**src/rtl/pipe_pkg.sv**
```systemverilog
// Shared types and constants for the elastic pipeline stage register.
// The entry struct below is the default-width layout; the block declares its own sized copy.
package pipe_pkg;

    localparam int EXCCODE_W = 5;
    localparam int DEF_PC_W = 32;
    localparam int DEF_DATA_W = 128;
    localparam logic [31:0] DEF_EXC_PC = 32'h0000_4180;

    typedef enum logic [1:0] {
        ST_EMPTY = 2'd0,
        ST_ONE   = 2'd1,
        ST_TWO   = 2'd2
    } pipe_state_e;

    typedef struct packed {
        logic [DEF_PC_W-1:0]   pc;
        logic [DEF_DATA_W-1:0] data;
        logic [EXCCODE_W-1:0]  exccode;
        logic                  bd;
    } pipe_entry_t;

endpackage

```
**src/rtl/pipe_slot.sv**
```systemverilog
// Single pipeline entry register: load a beat, clear to zero, or clear to a given pc.
// Clear-to-pc wins over clear, which wins over load.
module pipe_slot
    import pipe_pkg::*;
#(
    parameter int PC_W   = 32,
    parameter int DATA_W = 128
) (
    input  logic                 clk,
    input  logic                 reset,
    input  logic                 i_load,
    input  logic                 i_clear,
    input  logic                 i_clear_pc,
    input  logic [PC_W-1:0]      i_clr_pc,
    input  logic [PC_W-1:0]      i_pc,
    input  logic [DATA_W-1:0]    i_data,
    input  logic [EXCCODE_W-1:0] i_exccode,
    input  logic                 i_bd,
    output logic [PC_W-1:0]      o_pc,
    output logic [DATA_W-1:0]    o_data,
    output logic [EXCCODE_W-1:0] o_exccode,
    output logic                 o_bd
);

    typedef struct packed {
        logic [PC_W-1:0]      pc;
        logic [DATA_W-1:0]    data;
        logic [EXCCODE_W-1:0] exccode;
        logic                 bd;
    } slot_t;

    slot_t r_entry;
    slot_t w_in;

    assign w_in = '{pc: i_pc, data: i_data, exccode: i_exccode, bd: i_bd};

    always_ff @(posedge clk) begin
        if (reset) begin
            r_entry <= '0;
        end else if (i_clear_pc) begin
            r_entry    <= '0;
            r_entry.pc <= i_clr_pc;
        end else if (i_clear) begin
            r_entry <= '0;
        end else if (i_load) begin
            r_entry <= w_in;
        end
    end

    assign o_pc      = r_entry.pc;
    assign o_data    = r_entry.data;
    assign o_exccode = r_entry.exccode;
    assign o_bd      = r_entry.bd;

endmodule

```
**src/rtl/pipe_stage_reg.sv**
```systemverilog
// Elastic valid/ready pipeline stage register with optional 2-entry skid buffer,
// flush (bubble with pc 0) and exception request (bubble with the handler pc).
//
// state    | meaning
// ---------+-------------------------------------------------------------
// ST_EMPTY | no beat held; out_valid low, main fields keep last contents
// ST_ONE   | main entry holds the output beat
// ST_TWO   | main and skid both full; input stalled (SKID=1 only)
module pipe_stage_reg
    import pipe_pkg::*;
#(
    parameter int              DATA_W = 128,
    parameter int              PC_W   = 32,
    parameter logic [PC_W-1:0] EXC_PC = PC_W'(DEF_EXC_PC),
    parameter bit              SKID   = 1'b1
) (
    input  logic                 clk,
    input  logic                 reset,
    input  logic                 flush,
    input  logic                 req,
    input  logic                 in_valid,
    output logic                 in_ready,
    input  logic [PC_W-1:0]      in_pc,
    input  logic [DATA_W-1:0]    in_data,
    input  logic [EXCCODE_W-1:0] in_exccode,
    input  logic                 in_bd,
    output logic                 out_valid,
    input  logic                 out_ready,
    output logic [PC_W-1:0]      out_pc,
    output logic [DATA_W-1:0]    out_data,
    output logic [EXCCODE_W-1:0] out_exccode,
    output logic                 out_bd,
    output logic [1:0]           occupancy
);

    pipe_state_e r_state;
    logic        r_in_ready;
    logic [1:0]  r_occupancy;

    logic                 w_clear;
    logic                 w_out_valid;
    logic                 w_in_ready;
    logic                 w_in_fire;
    logic                 w_out_fire;
    logic                 w_main_load;
    logic                 w_main_from_skid;
    logic                 w_skid_load;
    logic [PC_W-1:0]      w_clr_pc;
    logic [PC_W-1:0]      w_main_pc;
    logic [DATA_W-1:0]    w_main_data;
    logic [EXCCODE_W-1:0] w_main_exccode;
    logic                 w_main_bd;
    logic [PC_W-1:0]      w_skid_pc;
    logic [DATA_W-1:0]    w_skid_data;
    logic [EXCCODE_W-1:0] w_skid_exccode;
    logic                 w_skid_bd;

    // req and flush share the bubble path; req only changes the pc stamped into it.
    assign w_clear  = req | flush;
    assign w_clr_pc = req ? EXC_PC : '0;

    assign w_out_valid = (r_state != ST_EMPTY);
    assign w_in_ready  = SKID ? r_in_ready : (!w_out_valid || out_ready);
    assign w_in_fire   = in_valid && w_in_ready && !w_clear;
    assign w_out_fire  = w_out_valid && out_ready && !w_clear;

    always_ff @(posedge clk) begin
        if (reset || w_clear) begin
            r_state     <= ST_EMPTY;
            r_in_ready  <= 1'b1;
            r_occupancy <= 2'd0;
        end else begin
            unique case (r_state)
                ST_EMPTY: begin
                    if (w_in_fire) begin
                        r_state     <= ST_ONE;
                        r_occupancy <= 2'd1;
                    end
                end
                ST_ONE: begin
                    if (w_in_fire && !w_out_fire && SKID) begin
                        r_state     <= ST_TWO;
                        r_in_ready  <= 1'b0;
                        r_occupancy <= 2'd2;
                    end else if (!w_in_fire && w_out_fire) begin
                        r_state     <= ST_EMPTY;
                        r_occupancy <= 2'd0;
                    end
                end
                ST_TWO: begin
                    if (w_out_fire) begin
                        r_state     <= ST_ONE;
                        r_in_ready  <= 1'b1;
                        r_occupancy <= 2'd1;
                    end
                end
                default: begin
                    r_state     <= ST_EMPTY;
                    r_in_ready  <= 1'b1;
                    r_occupancy <= 2'd0;
                end
            endcase
        end
    end

    // Slot load enables mirror the transitions above; ONE with an input-only beat spills into skid.
    always_comb begin
        w_main_load      = 1'b0;
        w_main_from_skid = 1'b0;
        w_skid_load      = 1'b0;
        unique case (r_state)
            ST_EMPTY: w_main_load = w_in_fire;
            ST_ONE: begin
                w_main_load = w_in_fire && (w_out_fire || !SKID);
                w_skid_load = w_in_fire && !w_out_fire && SKID;
            end
            ST_TWO: begin
                w_main_load      = w_out_fire;
                w_main_from_skid = w_out_fire;
            end
            default: ;
        endcase
    end

    assign w_main_pc      = w_main_from_skid ? w_skid_pc      : in_pc;
    assign w_main_data    = w_main_from_skid ? w_skid_data    : in_data;
    assign w_main_exccode = w_main_from_skid ? w_skid_exccode : in_exccode;
    assign w_main_bd      = w_main_from_skid ? w_skid_bd      : in_bd;

    pipe_slot #(
        .PC_W   (PC_W),
        .DATA_W (DATA_W)
    ) u_main (
        .clk        (clk),
        .reset      (reset),
        .i_load     (w_main_load),
        .i_clear    (1'b0),
        .i_clear_pc (w_clear),
        .i_clr_pc   (w_clr_pc),
        .i_pc       (w_main_pc),
        .i_data     (w_main_data),
        .i_exccode  (w_main_exccode),
        .i_bd       (w_main_bd),
        .o_pc       (out_pc),
        .o_data     (out_data),
        .o_exccode  (out_exccode),
        .o_bd       (out_bd)
    );

    if (SKID) begin : g_skid
        pipe_slot #(
            .PC_W   (PC_W),
            .DATA_W (DATA_W)
        ) u_skid (
            .clk        (clk),
            .reset      (reset),
            .i_load     (w_skid_load),
            .i_clear    (w_clear),
            .i_clear_pc (1'b0),
            .i_clr_pc   ('0),
            .i_pc       (in_pc),
            .i_data     (in_data),
            .i_exccode  (in_exccode),
            .i_bd       (in_bd),
            .o_pc       (w_skid_pc),
            .o_data     (w_skid_data),
            .o_exccode  (w_skid_exccode),
            .o_bd       (w_skid_bd)
        );
    end else begin : g_no_skid
        assign w_skid_pc      = '0;
        assign w_skid_data    = '0;
        assign w_skid_exccode = '0;
        assign w_skid_bd      = 1'b0;
    end

    assign in_ready  = w_in_ready;
    assign out_valid = w_out_valid;
    assign occupancy = r_occupancy;

endmodule

```
**config.mk**
```make
export PLATFORM = sky130hd
export DESIGN_NAME = pipe_stage_reg
export DESIGN_NICKNAME = d
export VERILOG_FILES = /design/src/rtl/pipe_pkg.sv /design/src/rtl/pipe_slot.sv /design/src/rtl/pipe_stage_reg.sv
export SDC_FILE = /design/constraint.sdc
export NUM_CORES = 1
export LEC_CHECK = 0
export ABC_AREA = 1
export CAP_MARGIN = 20
export CORE_MARGIN = 4
export CORE_UTILIZATION = 50
export DETAILED_ROUTE_END_ITERATION = 7
export PLACE_DENSITY = 0.93
export SETUP_SLACK_MARGIN = 0.5
export SLEW_MARGIN = 20
export SYNTH_ARGS = -nofsm -noshare
export SYNTH_HDL_FRONTEND = slang
export SYNTH_SLANG_ARGS = --single-unit
```
**constraint.sdc**
```tcl
create_clock -name clk -period 3.4 [get_ports clk]
set_clock_uncertainty 0.1 [all_clocks]
set_input_delay 1.02 -clock clk [delete_from_list [all_inputs] [get_ports clk]]
set_output_delay 1.02 -clock clk [all_outputs]
set_load 0.02 [all_outputs]
```
Word-level counts from Yosys, hierarchy flattened
Cells that the tools add are included.
Word-level totals
  input bits: 172
  output and inout port bits: 170
  memories kept: 0
  latch bits: 0
  bits in registers: 335
  RAM bits: 0
  memory bits (read-only): 0
  word-level logic and storage cells: 53
Operators by class
  reduce and logical (&&, ||, !) cells: 17
  equal/unequal tests: 6
  multiplexer cells: 18
  multiply operators: 0
  magnitude comparators: 0
  add/subtract/negate cells: 0
  bitwise operators: 2
  shift-type cells: 0
  div/mod/pow operators: 0
Operators with widths (count)
  two-way mux 166 bit: 2
  two-way mux 128 bit: 1
  two-way mux 32 bit: 1
  two-way mux 15 bit: 1
  two-way mux 2 bit: 4
  logical AND 1 bit: 7
  inequality test 2 bit, second input constant: 3
  one-hot mux 1 bit (3 select lines): 2
  one-hot mux 2 bit (3 select lines): 1
  AND reduction 3 bit: 2
  two-way mux 1 bit: 5
  two-way mux 5 bit: 1
  nonzero test 2 bit: 2
  logical NOT 1 bit: 3
  inequality test 3 bit, second input constant: 1
  == test 2 x 1 -> 1 bit, second input constant: 1
  == test 2 bit, second input constant: 1
  logical NOT 2 bit: 1
  OR reduction 2 bit: 1
  logical OR 1 bit: 1
  NOT 1 bit: 1
  bitwise OR 1 bit: 1

Longest topological paths before layout
  depth after elaboration: 8
  depth in mapped cells: 12
  depth with buffers taken out: 11

Cells and area by module
Synthesis repeated with hierarchy kept, for this count alone.
Second synthesis, totals
  cell total of the unflattened synthesis: 2378
  area total of the unflattened synthesis: 16118.0 um^2
Modules (own cells, without submodules)
  pipe_slot: area an instance 6732.7 um^2, seq. area each 3323.2 um^2, instances 2, cells an instance 892
  pipe_stage_reg: area an instance 2652.5 um^2, seq. area each 60.1 um^2, instances 1, cells an instance 594

Worst setup path after synthesis
Ideal clock, no wire load.
  kind: input -> register
  start point: in req
  end point: reg g_skid.u_skid.r_entry, in the netlist g_skid.u_skid.o_data[100]
  cell stages on the path: 9
  library setup time: 128 ps
  path slack: 802 ps
  arrival time: 2370 ps
  path buffers: 2
  data required time: 3172 ps
  path through: nor2_4 > nand2_1 > nor2_1 > inv_1 > ha_1 > nand2_1 > clkbuf_1 > clkbuf_1 > a21oi_1
Between the ends
  word-level cells in the longest chain between the ends: 6
  elaborated cells between the ends (all ways): 8
  classes of those cells: mux (1); bitwise (1); reduce/logical (6)
RTL lines
  from (decl): line pipe_stage_reg.sv:20  | input logic req,
  bitwise OR 1 bit *: line pipe_stage_reg.sv:59  | assign w_clear = req | flush;
  logical NOT 1 bit: line pipe_stage_reg.sv:64, pipe_stage_reg.sv:65
  logical AND 1 bit: line pipe_stage_reg.sv:65  | assign w_out_fire = w_out_valid && out_ready && !w_clear;
  logical NOT 1 bit: line pipe_stage_reg.sv:115  | w_skid_load = w_in_fire && !w_out_fire && SKID;
  logical AND 1 bit: line pipe_stage_reg.sv:115
  two-way mux 1 bit: line pipe_stage_reg.sv:111  | unique case (r_state)
  to (signal assigned): line pipe_slot.sv:46  | r_entry <= w_in;
  to (decl): line pipe_slot.sv:32  | slot_t r_entry;
Mark *: on every way between the ends. The rest lies on a longest branch, timed or not.
A chain may end at the register's enable or synchronous reset.

Worst setup path in the final report
  start point: in req
  end point: reg g_skid.u_skid.r_entry, in the netlist g_skid.u_skid.o_data[108]
Same word-level chain as after synthesis.

==> out/results.ini <==
[critical_path]
rr_worst_depth=9
worstPathArrival_ps=3140
reg2reg_from=occupancy[1]$_SDFFE_PP0P_
critPathKind=input pin to register
worstSetupEndpoint=g_skid.u_skid.o_data[108]$_SDFFE_PP0N_
critPathMaxFanout=39
timing.critical_path.mode_cell=buf_12
crit_path_start_kind=input pin
worstSetupStartpoint=req
crit_required_ps=3740
slowest_stage=clkdlybuf4s50_1
reg2reg_slack_ps=860
crit_chain=clkdlybuf4s50_1 > nor2_4 > nand2_1 > nor2_1 > inv_1 > ha_1 > nand2_4 > buf_12 > buf_12 > o21ai_0 > a21oi_1
crit_path_end_kind=register
r2r-end=u_main.o_data[50]$_SDFFE_PP0P_
critical-path-max-stage-delay_ps=480

[synth]
synth_seq_cells=335
synthDistinctLibCells=22
syn_inst=1905
synth_flop_cell=dfxtp_1
synthTopCellsByCount=344 x o21ai_0, 335 x dfxtp_1, 282 x nand2_1
syn-cell-area_sq_um=13700
syn-num-nets=2079
avgSynthCellArea_sq_um=7.21
netlist_top_cells_area=dfxtp_1 49%, o21ai_0 13%, nand2_1 7.7%, nor2_1 7.7%, a21oi_1 7.2%
async_flop_share=0
yosysTopAreaCell=dfxtp_1
synth-edff-count=0
synthMostInstantiatedCell=o21ai_0
ys_warn_count=0
synth.top_cell.area_share=0.488
seq_area_frac_synth=0.488

[global_route]
grt_pass1_vias=13700
grt_pass1_wl_um=69000
grt_overflow=0
grtUsageTotal=0.270
antenna_found_initial=6
grt_max_degree=143

[worst_hold_path]
hold_class=register to register

[cells_and_area]
finalNetCount=2339
drive_gt1_frac=0.0489
final_cells=2537
fin_util=0.691
area_growth_syn_to_layout_pct=35.5
fill_cells=1917

[timing]
setup_viol=0
finalMaxSlewViolations=0
fmax_mhz=357
hold_violations=0
min_period_ps=2800
rsz0062_at_grt=yes
period_share=0.824
max_slew.worst_pin.slew_ps=784
max_slew_margin=0.476
setup_tns_ps=0

[floorplanning]
die_area_sq_um=30200
core_sq_um=27000
ios=342
core.rowCount=60
die_y_um=174
initial_core_util=0.510
die_width_um=174

[drt]
drt-total-wl_um=42900
vias=14300
dr.pass1.iters=6
wl_per_cell_um=16.9
first_iter_violations=1882
ant_nets=0
drc=0
viasPerCell=5.63

[job]
maxCapViolCount=0

[placed_design]
place.gp.congestion=0.868
io_buffers=341
hpwl_um=27300
place_inst=2468

[pwr]
leakage_uw=0.00699
power.total_uw=8450
irDropWorstVdd_v=0.000348
powerDensity_nw_per_um2=454

[clock_tree]
cts_tree=done
cts_sinks=335
clock_latency_ps=510
clock-root-buffer=clkbuf_16
cts_buffers=36
cts.htree.levels=2
cts_setup_buffers=0
path_clk_slew_ps=60
holdBufCountCts=0
clockBufferDepth=3

[status]
run_status=finished, final reports clean

registers in the layout (all words and copies together) (netlist names), 2 cells and up:
signal,count
g_skid.u_skid.o_data,128
g_skid.u_skid.o_exccode,5
g_skid.u_skid.o_pc,32
occupancy,2
u_main.o_data,128
u_main.o_exccode,5
u_main.o_pc,32
placed cells by master, fill, tap and decap left out, drive strengths merged, types with 8 or more instances in the layout:
| master | count |
|---|---|
| o21ai | 405 |
| clkinv | 8 |
| inv | 150 |
| clkbuf | 50 |
| nand4 | 58 |
| nand2 | 282 |
| nor2 | 283 |
| a21oi | 198 |
| nand3 | 33 |
| buf | 39 |
| dfxtp | 335 |
| clkdlybuf4s50 | 340 |
per-layer routing:
layer	track usage	vias to the layer above	wire length, um
met4	0.145	0	2320
met1	0.324	6490	16300
met3	0.0628	173	3880
met5	0	-	0
met2	0.448	840	20400
li1	-	6768	-
critical path: cells and delay by family:
family / cells / cell delay (ps)
adder cells (fa/ha/maj): 1 / 230
AND/OR/NAND/NOR: 4 / 560
AO/OA/AOI/OAI: 2 / 300
buffers and inverters: 4 / 990
report_power, final:
| part | switching, uW | internal, uW | leakage [uW] | total [uW] |
|---|---|---|---|---|
| sequential | 13.9 | 3950 | 0.00270 | 3960 |
| clock | 1580 | 2270 | 0.000566 | 3840 |
| combinational | 334 | 314 | 0.00372 | 647 |
| total | 1920 | 6530 | 0.00699 | 8450 |
worst min-delay path by stage:
stage | from | end | slack [ps] | cells past startpoint
floorplan | g_skid.u_skid.o_data[100]$_SDFFE_PP0N_ | g_skid.u_skid.o_data[100]$_SDFFE_PP0N_ | 320 | 2
global placement | g_skid.u_skid.o_data[29]$_SDFFE_PP0N_ | g_skid.u_skid.o_data[29]$_SDFFE_PP0N_ | 330 | 2
detailed placement | g_skid.u_skid.o_data[20]$_SDFFE_PP0N_ | g_skid.u_skid.o_data[20]$_SDFFE_PP0N_ | 340 | 2
CTS | g_skid.u_skid.o_data[20]$_SDFFE_PP0N_ | g_skid.u_skid.o_data[20]$_SDFFE_PP0N_ | 350 | 2
global route | g_skid.u_skid.o_data[84]$_SDFFE_PP0N_ | g_skid.u_skid.o_data[84]$_SDFFE_PP0N_ | 360 | 2
finish | g_skid.u_skid.o_data[9]$_SDFFE_PP0N_ | g_skid.u_skid.o_data[9]$_SDFFE_PP0N_ | 350 | 2
logic make-up (layout without fill, tap and decap cells):
logic type,after synthesis,in the layout,synth area share
buffers and inverters,308,593,0.0934
AND/OR/NAND/NOR,656,656,0.196
AO/OA/AOI/OAI,604,604,0.220
adder cells (fa/ha/maj),2,2,0.00182
flip-flops,335,335,0.488
other,0,6,0
stage by stage:
step	setup slack, ps	hold WS [ps]	cell area [sq um]
detailed placement	109	338	17400
global route	489	361	18600
finish	598	346	18600
floorplan	802	324	13700
global placement	230	333	17400
CTS	626	348	18600
what timing repair did:
| action | CTS | global route |
|---|---|---|
| endpoints found under the setup margin | 1 | 21 |
| hold endpoints to repair | 0 | 0 |
| gates resized for setup | 2 | 2 |
| pin swaps | 0 | 0 |
area by class of cell:
type | count | area (sq um) | share of cell area
inverters | 150 | 566 | 0.0304
clock inverters | 13 | 141 | 0.00760
diodes | 6 | 15.0 | 0.000807
flip-flops and latches | 335 | 6710 | 0.360
multi-input cells | 1262 | 5760 | 0.309
well taps | 341 | 427 | 0.0229
clock buffers | 50 | 1020 | 0.0550
repair buffers | 380 | 3980 | 0.214
Power figures use the tool's default switching activity.
